**config.mk**
```make
export PLATFORM = sky130hd
export DESIGN_NAME = hazard_unit_mc
export DESIGN_NICKNAME = d
export VERILOG_FILES = /design/src/rtl/hazard_pkg.sv /design/src/rtl/mc_busy_fsm.sv /design/src/rtl/hazard_unit_mc.sv
export SDC_FILE = /design/constraint.sdc
export NUM_CORES = 1
export LEC_CHECK = 0
export ABC_CLOCK_PERIOD_IN_PS = 2040
export CAP_MARGIN = 20
export CORE_ASPECT_RATIO = 1.25
export CORE_UTILIZATION = 38
export DETAILED_ROUTE_END_ITERATION = 10
export GPL_TIMING_DRIVEN = 0
export PLACE_DENSITY_LB_ADDON = 0.1
export REMOVE_ABC_BUFFERS = 1
export SYNTH_ARGS = -nofsm -noshare
export SYNTH_HDL_FRONTEND = slang
export SYNTH_SLANG_ARGS = --single-unit
```
**constraint.sdc**
```tcl
create_clock -name clk -period 2.04 [get_ports clk]
set_input_delay 0.306 -clock clk [delete_from_list [all_inputs] [get_ports clk]]
set_output_delay 0.306 -clock clk [all_outputs]
set_load 0.05 [all_outputs]
```
**src/rtl/hazard_pkg.sv**
```systemverilog
// Shared encodings for the multi-cycle hazard unit: forwarding selects,
// multi-cycle FSM states and the forwarding priority helper.
package hazard_pkg;

  localparam logic [1:0] FWD_RF = 2'b00;
  localparam logic [1:0] FWD_W  = 2'b01;
  localparam logic [1:0] FWD_M  = 2'b10;

  typedef enum logic {
    MC_IDLE = 1'b0,
    MC_BUSY = 1'b1
  } mc_state_t;

  // The M stage holds the younger result, so it takes priority over W.
  function automatic logic [1:0] fwd_sel(input logic m_hit, input logic w_hit);
    if (m_hit)      return FWD_M;
    else if (w_hit) return FWD_W;
    else            return FWD_RF;
  endfunction

endpackage

```
**src/rtl/mc_busy_fsm.sv**
```systemverilog
// Holds the E stage for MC_LAT cycles when a multi-cycle op (MUL/DIV) starts.
// mc_stall is combinational; mc_busy is decoded directly from the state register.
module mc_busy_fsm
  import hazard_pkg::*;
#(
  parameter int MC_LAT = 4
) (
  input  logic clk,
  input  logic reset,
  input  logic multi_start,
  output logic mc_stall,
  output logic mc_busy
);

  localparam int CNT_BITS = (MC_LAT > 1) ? $clog2(MC_LAT) : 1;
  localparam int LOAD_VAL = (MC_LAT > 1) ? (MC_LAT - 2) : 0;

  mc_state_t           state_q, state_d;
  logic [CNT_BITS-1:0] cnt_q, cnt_d;

  always_comb begin
    state_d  = state_q;
    cnt_d    = cnt_q;
    mc_stall = 1'b0;
    unique case (state_q)
      MC_IDLE: begin
        if (multi_start && (MC_LAT > 1)) begin
          state_d  = MC_BUSY;
          cnt_d    = CNT_BITS'(LOAD_VAL);
          mc_stall = 1'b1;
        end
      end
      MC_BUSY: begin
        // The final BUSY cycle releases E; a new start is only seen back in IDLE.
        mc_stall = (cnt_q != '0);
        if (cnt_q == '0) state_d = MC_IDLE;
        else             cnt_d   = cnt_q - 1'b1;
      end
      default: state_d = MC_IDLE;
    endcase
  end

  always_ff @(posedge clk) begin
    if (reset) begin
      state_q <= MC_IDLE;
      cnt_q   <= '0;
    end else begin
      state_q <= state_d;
      cnt_q   <= cnt_d;
    end
  end

  assign mc_busy = (state_q == MC_BUSY);

endmodule

```
**src/rtl/hazard_unit_mc.sv**
```systemverilog
// Hazard unit for the 5-stage pipe: operand forwarding, load-use and multi-cycle
// stalls, branch/PC-write flushes and a saturating stall-cycle perf counter.
module hazard_unit_mc
  import hazard_pkg::*;
#(
  parameter int NSRC   = 3,
  parameter int MC_LAT = 4,
  parameter int CNT_W  = 16
) (
  input  logic              clk,
  input  logic              reset,
  input  logic [NSRC-1:0]   MatchE_M,
  input  logic [NSRC-1:0]   MatchE_W,
  input  logic              MatchD_E,
  input  logic              RegWriteM,
  input  logic              RegWriteW,
  input  logic              MemtoRegE,
  input  logic              MultiStartE,
  input  logic              BranchTakenD,
  input  logic              PCSrcW,
  input  logic              PCWrPendingF,
  output logic [2*NSRC-1:0] ForwardE,
  output logic              StallF,
  output logic              StallD,
  output logic              StallE,
  output logic              FlushD,
  output logic              FlushE,
  output logic              FlushM,
  output logic              MCBusy,
  output logic [CNT_W-1:0]  StallCycles
);

  logic             mc_stall;
  logic             ld_stall;
  logic [CNT_W-1:0] stall_cycles_q, stall_cycles_d;

  mc_busy_fsm #(
    .MC_LAT(MC_LAT)
  ) u_mc_fsm (
    .clk        (clk),
    .reset      (reset),
    .multi_start(MultiStartE),
    .mc_stall   (mc_stall),
    .mc_busy    (MCBusy)
  );

  always_comb begin
    ForwardE = '0;
    for (int i = 0; i < NSRC; i++) begin
      ForwardE[2*i +: 2] = fwd_sel(MatchE_M[i] & RegWriteM, MatchE_W[i] & RegWriteW);
    end
  end

  // A held E stage keeps the load in place, so the load-use bubble waits for release.
  assign ld_stall = MatchD_E & MemtoRegE & ~mc_stall;

  assign StallE = mc_stall;
  assign FlushM = mc_stall;
  assign StallD = ld_stall | mc_stall;
  assign StallF = StallD | PCWrPendingF;
  assign FlushE = ld_stall;
  assign FlushD = PCSrcW | ((PCWrPendingF | BranchTakenD) & ~StallD);

  always_comb begin
    stall_cycles_d = stall_cycles_q;
    if (StallF && (stall_cycles_q != {CNT_W{1'b1}})) stall_cycles_d = stall_cycles_q + 1'b1;
  end

  always_ff @(posedge clk) begin
    if (reset) stall_cycles_q <= '0;
    else       stall_cycles_q <= stall_cycles_d;
  end

  assign StallCycles = stall_cycles_q;

endmodule

```
==> run_results.csv, run 1 <==
group,metric,value,unit
run_status,outcome,"finished, final reports clean",
setup_path,reg2reg_slack,0.11,ns
floorplan,num_rows,21,
power_and_ir_drop,p_sw_frac,0.350,
yosys,ys_seq_elements,19,
place,dp_hpwl,2.20,mm
setup_path,cp.arrival,1.64,ns
place,numPortBuffers,44,
timing,tns,0,ns
cts,cts.path.max_buffers,2,
finish,drive_gt1_frac,0.180,
cts,h-tree-depth,1,
yosys,synth_area,1130,um2
routing,via_per_inst,5.48,
floorplan,die_y,62.9,um
cts,clkTransAtPathRegs,0.11,ns
floorplan,dieArea,3190,um2
floorplan,core_area,2760,um2
timing,fmax,0.514,GHz
timing,setup_viol,0,
timing,clock_skew,0.00598,ns
timing,slew_headroom,0.391,
setup_path,cp-end-kind,"primary output",
finish,nets,202,
routing,wl,2.88,mm
power_and_ir_drop,p_switching,0.292,mW
yosys,synth_edf_count,0,
yosys,syn_inst,140,
finish,area_delta_synth_final,44.5,%
finish,nFillCells,260,
setup_path,reg2regPathDepth,4,
power_and_ir_drop,pwr-share-comb,0.288,
routing,drt_iter0_drc,28,
power_and_ir_drop,pwr-share-seq,0.476,
hold_path,hp-start,"u_mc_fsm.cnt_q[1]",
setup_path,cp-startpoint,"StallCycles[8]",
setup_path,crit_family,"buffers and inverters",
setup_path,critical_path.max_stage_delay,0.85,ns
cts,cts_tree,"done",
setup_path,crit_path_cell_trace,"clkdlybuf4s50_1",
hold_path,hold_end,"u_mc_fsm.cnt_q[1]",
place,place.gp.congestion,0.869,
timing,tightest_slew,0.911,ns
setup_path,r2r-end,"StallCycles[15]",
cts,holdBufCountCts,0,
grt,grt_first_pass_wirelength,4.95,mm
yosys,seq_area_frac_synth,0.337,
power_and_ir_drop,power_leakage,0.590,nW
timing,drv_slew,0,
yosys,avgSynthCellArea,8.06,um2
cts,cts-root-buf,"clkbuf_4",
floorplan,die_w,50.7,um
floorplan,start_util,0.409,
floorplan,num_io_pins,45,
finish,fin_util,0.591,
cts,cts_setup_buffers,0,
timing,finalHoldViolCount,0,
timing,period_needed,1.94,ns
yosys,synth_warnings,0,
hold_path,hold_depth,2,
power_and_ir_drop,p_total,0.833,mW
cts,cts_resized,35,
yosys,synth.distinct_cells,36,
routing,num_vias,1190,
routing,final_antenna_net_count,0,
grt,antenna_found_initial,0,
power_and_ir_drop,power_density,511,nW/um2
hold_path,hold_path_class,"flip-flop to flip-flop",
timing,rsz0062_at_grt,"yes",
power_and_ir_drop,ir_worst_vdd,364,uV
routing,detail_route.wl_per_cell,13.3,um
setup_path,crit_required,1.73,ns
grt,grt_pass1_vias,1156,
routing,drc,0,
setup_path,reg2reg_from,"StallCycles[9]",
cts,clk-insertion-delay-late,0.31,ns
setup_path,start_kind,"flip-flop",
yosys,synthArstFlopShare,0,
setup_path,slowest_stage,"clkdlybuf4s50_1",
routing,dr.pass1.iters,4,
setup_path,path_max_fanout,8,
power_and_ir_drop,clkPwrFrac,0.236,
grt,grt_overflow_total,0,
job,drv_cap,0,
yosys,synth_ff_type,"dfxtp_1",
cts,numClockSinks,19,
finish,antenna_cells,0,
grt,grt_max_degree,29,
timing,fin_crit_sh,0.953,
power_and_ir_drop,p_int,0.542,mW
setup_path,critPathKind,"flip-flop to primary output",
setup_path,path_buf_inv,1,
grt,groute.usage.overall,0.198,
cts,cts_made_buffers,3,
stage by stage:
stage                     instances  instance area, um2  setup slack (ns)  hold WS, ns
final                           217                1630            0.0959        0.495
after global routing            217                1630           -0.0381        0.527
after CTS                       217                1610           0.00482        0.496
after detailed placement        213                1590            -0.496        0.480
after global placement          213                1590            -0.435        0.470
after floorplan                 135                1110            -0.530        0.375
worst register-to-register path, cell delays in order (launching register included):
cell	delay (ns)
dfxtp_1	0.45
nand4_1	0.22
or4_4	0.56
nor4_2	0.24
mux2_2	0.35
Yosys cell counts (2+ instances only):
cell type,n,share of area
nor2_1,20,0.067
dfxtp_1,19,0.34
nand2_1,13,0.043
mux2_2,8,0.080
nor2b_1,8,0.044
a21oi_1,7,0.031
inv_1,6,0.020
nor3_1,6,0.027
a211oi_1,4,0.027
clkbuf_1,4,0.013
nand3_1,4,0.018
nor4_1,4,0.022
o31ai_1,4,0.027
and2_1,3,0.017
or3_1,3,0.017
and4_1,2,0.016
ha_1,2,0.022
nand2b_1,2,0.011
nor4_2,2,0.022
o21ai_0,2,0.0089
or4_1,2,0.013
layer usage:
layer / GRT usage / up-vias / share of wire
met5: 0 / - / 0
met4: 0.0868 / 0 / 0.018
met3: 0.0316 / 5 / 0.045
met2: 0.362 / 39 / 0.53
met1: 0.218 / 548 / 0.41
li1: - / 598 / -
registers in the layout, indices dropped and copies added (netlist names):
register,flops
StallCycles,16
u_mc_fsm.cnt_q,2
u_mc_fsm.mc_busy,1
how the worst max path moves through the flow:
stage	end	cells past startpoint
detailed placement	StallE	5
finish	StallCycles[8]	1
CTS	StallD	6
global placement	FlushD	6
global route	StallCycles[15]	4
floorplan	FlushE	4
area by class of cell:
type	count	area, um2	area share
multi-input combinational	110	743	0.456
clock inverter	1	5.00	0.00307
tap	34	42.5	0.0261
timing repair buffer	44	408	0.250
clock buffer	3	22.5	0.0138
inverter	6	22.5	0.0138
sequential	19	387	0.237
logic make-up (layout without fill, tap and decap cells):
logic type | count (synthesis) | after routing | synth area share
AOI/OAI and AO/OA | 25 | 25 | 0.156
adders and majority gates | 2 | 2 | 0.0222
buffers and inverters | 11 | 54 | 0.0399
DFF | 19 | 19 | 0.337
muxes | 9 | 9 | 0.0887
and+or+nand+nor | 74 | 74 | 0.356
placed cells by master, fill, tap and decap left out, types with 2 or more instances in the layout:
| cell type | count |
|---|---|
| nor4_2 | 3 |
| a211oi_1 | 4 |
| nand3_1 | 4 |
| nand2b_1 | 2 |
| a21oi_1 | 7 |
| or3_1 | 3 |
| o21ai_0 | 2 |
| dfxtp_1 | 14 |
| inv_1 | 6 |
| nor2_1 | 19 |
| nor4_1 | 3 |
| clkdlybuf4s50_1 | 32 |
| ha_1 | 2 |
| o31ai_1 | 4 |
| dfxtp_2 | 5 |
| dlygate4sd2_1 | 6 |
| mux2_2 | 8 |
| and4_1 | 2 |
| nand2_1 | 13 |
| buf_4 | 2 |
| buf_2 | 4 |
| nor3_1 | 6 |
| or4_1 | 2 |
| and2_1 | 3 |
| nor2b_1 | 6 |
| clkbuf_4 | 3 |
power by group through the flow:
| stage | Sequential [mW] | Combinational, mW | Clock (mW) |
|---|---|---|---|
| 6_report | 0.397 | 0.240 | 0.197 |
| 5_1_grt | 0.399 | 0.255 | 0.226 |
| 4_1_cts | 0.395 | 0.240 | 0.206 |
| 3_5_place_dp | 0.402 | 0.245 | 0 |
| 3_3_place_gp | 0.402 | 0.240 | 0 |
| 2_1_floorplan | 0.431 | 0.117 | 0 |
No activity file was read; power rests on OpenSTA's default activity.
==> inputs of run 2 (changes only) <==
ABC_CLOCK_PERIOD_IN_PS = 1900   (was 2040)
CORE_UTILIZATION = 43   (was 38)
GPL_TIMING_DRIVEN = not set   (was 0)
clock period = 1.9 ns   (was 2.04 ns; I/O delays follow)
==> run 2 against run 1 <==
  * Combinational power rose by 64%
  * Routed wire length grew 30%
  * Design area increased by 27%
  * Largest power group unchanged
  * Clock skew up 0.0031 ns
  * Sequential share of layout area fell by 5.2 points
  * Hold slack better by 0.048 ns
  * Sequential cell count unchanged
  * Clock-buffer cell count unchanged
==> run_results.csv, run 2 (synthesized netlist as in run 1, its figures left out) <==
group,metric,value,unit
floorplan,num_io_pins,45,
cts,h-tree-depth,1,
setup_path,r2r-end,"StallCycles[11]",
floorplan,die_w,47.8,um
setup_path,crit_required,1.62,ns
grt,grt_first_pass_wirelength,5.60,mm
timing,worst_slack,0.0214,ns
job,drv_cap,0,
finish,mostFrequentLayoutCells,"30 x buf_4, 18 x nor2_1, 18 x clkdlybuf4s50_1",
timing,finalHoldViolCount,0,
floorplan,num_rows,20,
cts,numClockSinks,19,
hold_path,hold_path_class,"flip-flop to flip-flop",
setup_path,cp.arrival,1.59,ns
grt,antenna_found_initial,0,
timing,drv_slew,0,
cts,clk-insertion-delay-late,0.32,ns
place,dp_slack,-0.188,ns
run_status,outcome,"finished, final reports clean",
place,numPortBuffers,44,
routing,wl,3.74,mm
cts,cts.path.max_buffers,2,
routing,final_antenna_net_count,0,
setup_path,reg2reg_slack,0.07,ns
timing,rsz0062_at_grt,"yes",
setup_path,reg2regPathDepth,7,
cts,cts-root-buf,"clkbuf_4",
finish,largest_register_ffs,16,
floorplan,die_y,59.3,um
routing,drt_iter0_drc,42,
finish,nFillCells,159,
routing,drc,0,
grt,grt_overflow_total,0,
place,place_inst,239,
grt,grt_max_degree,29,
hold_path,hold_end,"StallCycles[7]",
finish,nets,234,
cts,cts_made_buffers,3,
grt,groute.usage.overall,0.277,
routing,via_per_inst,5.59,
finish,antenna_cells,0,
power_and_ir_drop,power_density,501,nW/um2
power_and_ir_drop,power_leakage,0.968,nW
place,postPlaceCellArea,1910,um2
hold_path,hold_depth,2,
timing,setup_viol,0,
power_and_ir_drop,ir_worst_vdd,416,uV
routing,detail_route.wl_per_cell,15.1,um
timing,clock_skew,0.00906,ns
floorplan,start_util,0.460,
timing,slew_headroom,0.615,
cts,clkTransAtPathRegs,0.12,ns
cts,holdBufCountCts,0,
timing,period_needed,1.88,ns
setup_path,critPathKind,"flip-flop to primary output",
setup_path,reg2reg_from,"u_mc_fsm.cnt_q[1]",
finish,area_delta_synth_final,84.0,%
grt,grt_pass1_vias,1268,
finish,final_common_cell,"buf_4",
setup_path,cp-end-kind,"primary output",
hold_path,hp-start,"StallCycles[7]",
floorplan,dieArea,2830,um2
place,dp_hpwl,2.67,mm
setup_path,start_kind,"flip-flop",
setup_path,path_max_fanout,3,
finish,fin_util,0.847,
timing,hold_slack,0.543,ns
place,place.gp.congestion,0.896,
finish,stdcell_count,248,
finish,drive_gt1_frac,0.367,
routing,dr.pass1.iters,4,
routing,num_vias,1386,
timing,fmax,0.532,GHz
floorplan,core_area,2450,um2
timing,tightest_slew,0.576,ns
timing,fin_crit_sh,0.989,
finish,final_area,2080,um2
cts,cts_tree,"done",
==> run 2: cell types whose count changed in the layout (fill, tap and decap cells not counted), sizes merged <==
cell           previous run  this run
dlygate4sd2               6         3
dlymetal6s2s              0         9
buf                       6        46
clkdlybuf4s50            32        18
==> run 2: area by class of cell <==
class / count / area (um2) / area share
Timing Repair Buffer: 76 / 830 / 0.399
Sequential cell: 19 / 385 / 0.186
Clock buffer: 3 / 22.5 / 0.0108
Multi-Input combinational cell: 110 / 771 / 0.371
Clock inverter: 1 / 5.00 / 0.00241
Inverter: 6 / 22.5 / 0.0108
Tap cell: 33 / 41.3 / 0.0199
==> run 2: stage by stage <==
step / TNS (ns) / power (mW)
2_1_floorplan: -3.86 / 0.589
3_3_place_gp: -0.974 / 0.770
3_5_place_dp: -1.56 / 0.780
4_1_cts: 0 / 1.02
5_1_grt: -0.0258 / 1.08
6_report: 0 / 1.04
==> run 2: worst max-delay path: stages, from the launching register on <==
cell,delay [ns]
dfxtp_2,0.34
inv_2,0.07
ha_4,0.14
nor2b_4,0.05
buf_6,0.11
or3_4,0.39
buf_12,0.16
==> run 2: what timing repair did <==
item / in CTS / in global routing
pin swaps: 5 / 2
setup endpoints to repair: 13 / 19
endpoints found under the hold margin: 0 / 0
buffers inserted: 4 / 2
resized for setup: 18 / 20
==> run 2: worst max path at each step <==
stage                       from              end  slack (ns)
3_3_place_gp            MatchD_E  StallCycles[15]       -0.15
2_1_floorplan   u_mc_fsm.mc_busy           FlushE       -0.65
5_1_grt        u_mc_fsm.cnt_q[1]           StallF       -0.01
3_5_place_dp         MultiStartE   StallCycles[9]       -0.19
6_report       u_mc_fsm.cnt_q[1]           StallF        0.02
4_1_cts              MultiStartE           StallF       0.001
==> run 2: per-layer routing <==
layer / share of wire / global-route usage
met5: 0 / 0
met4: 0.034 / 0.119
met3: 0.064 / 0.0488
met2: 0.55 / 0.531
met1: 0.35 / 0.270
==> run 2: report_power, final <==
part / internal [mW] / switching [mW] / leakage [nW] / total, mW
sequential: 0.412 / 0.0136 / 0.156 / 0.425
combinational: 0.191 / 0.203 / 0.795 / 0.394
clock: 0.0790 / 0.142 / 0.0177 / 0.221
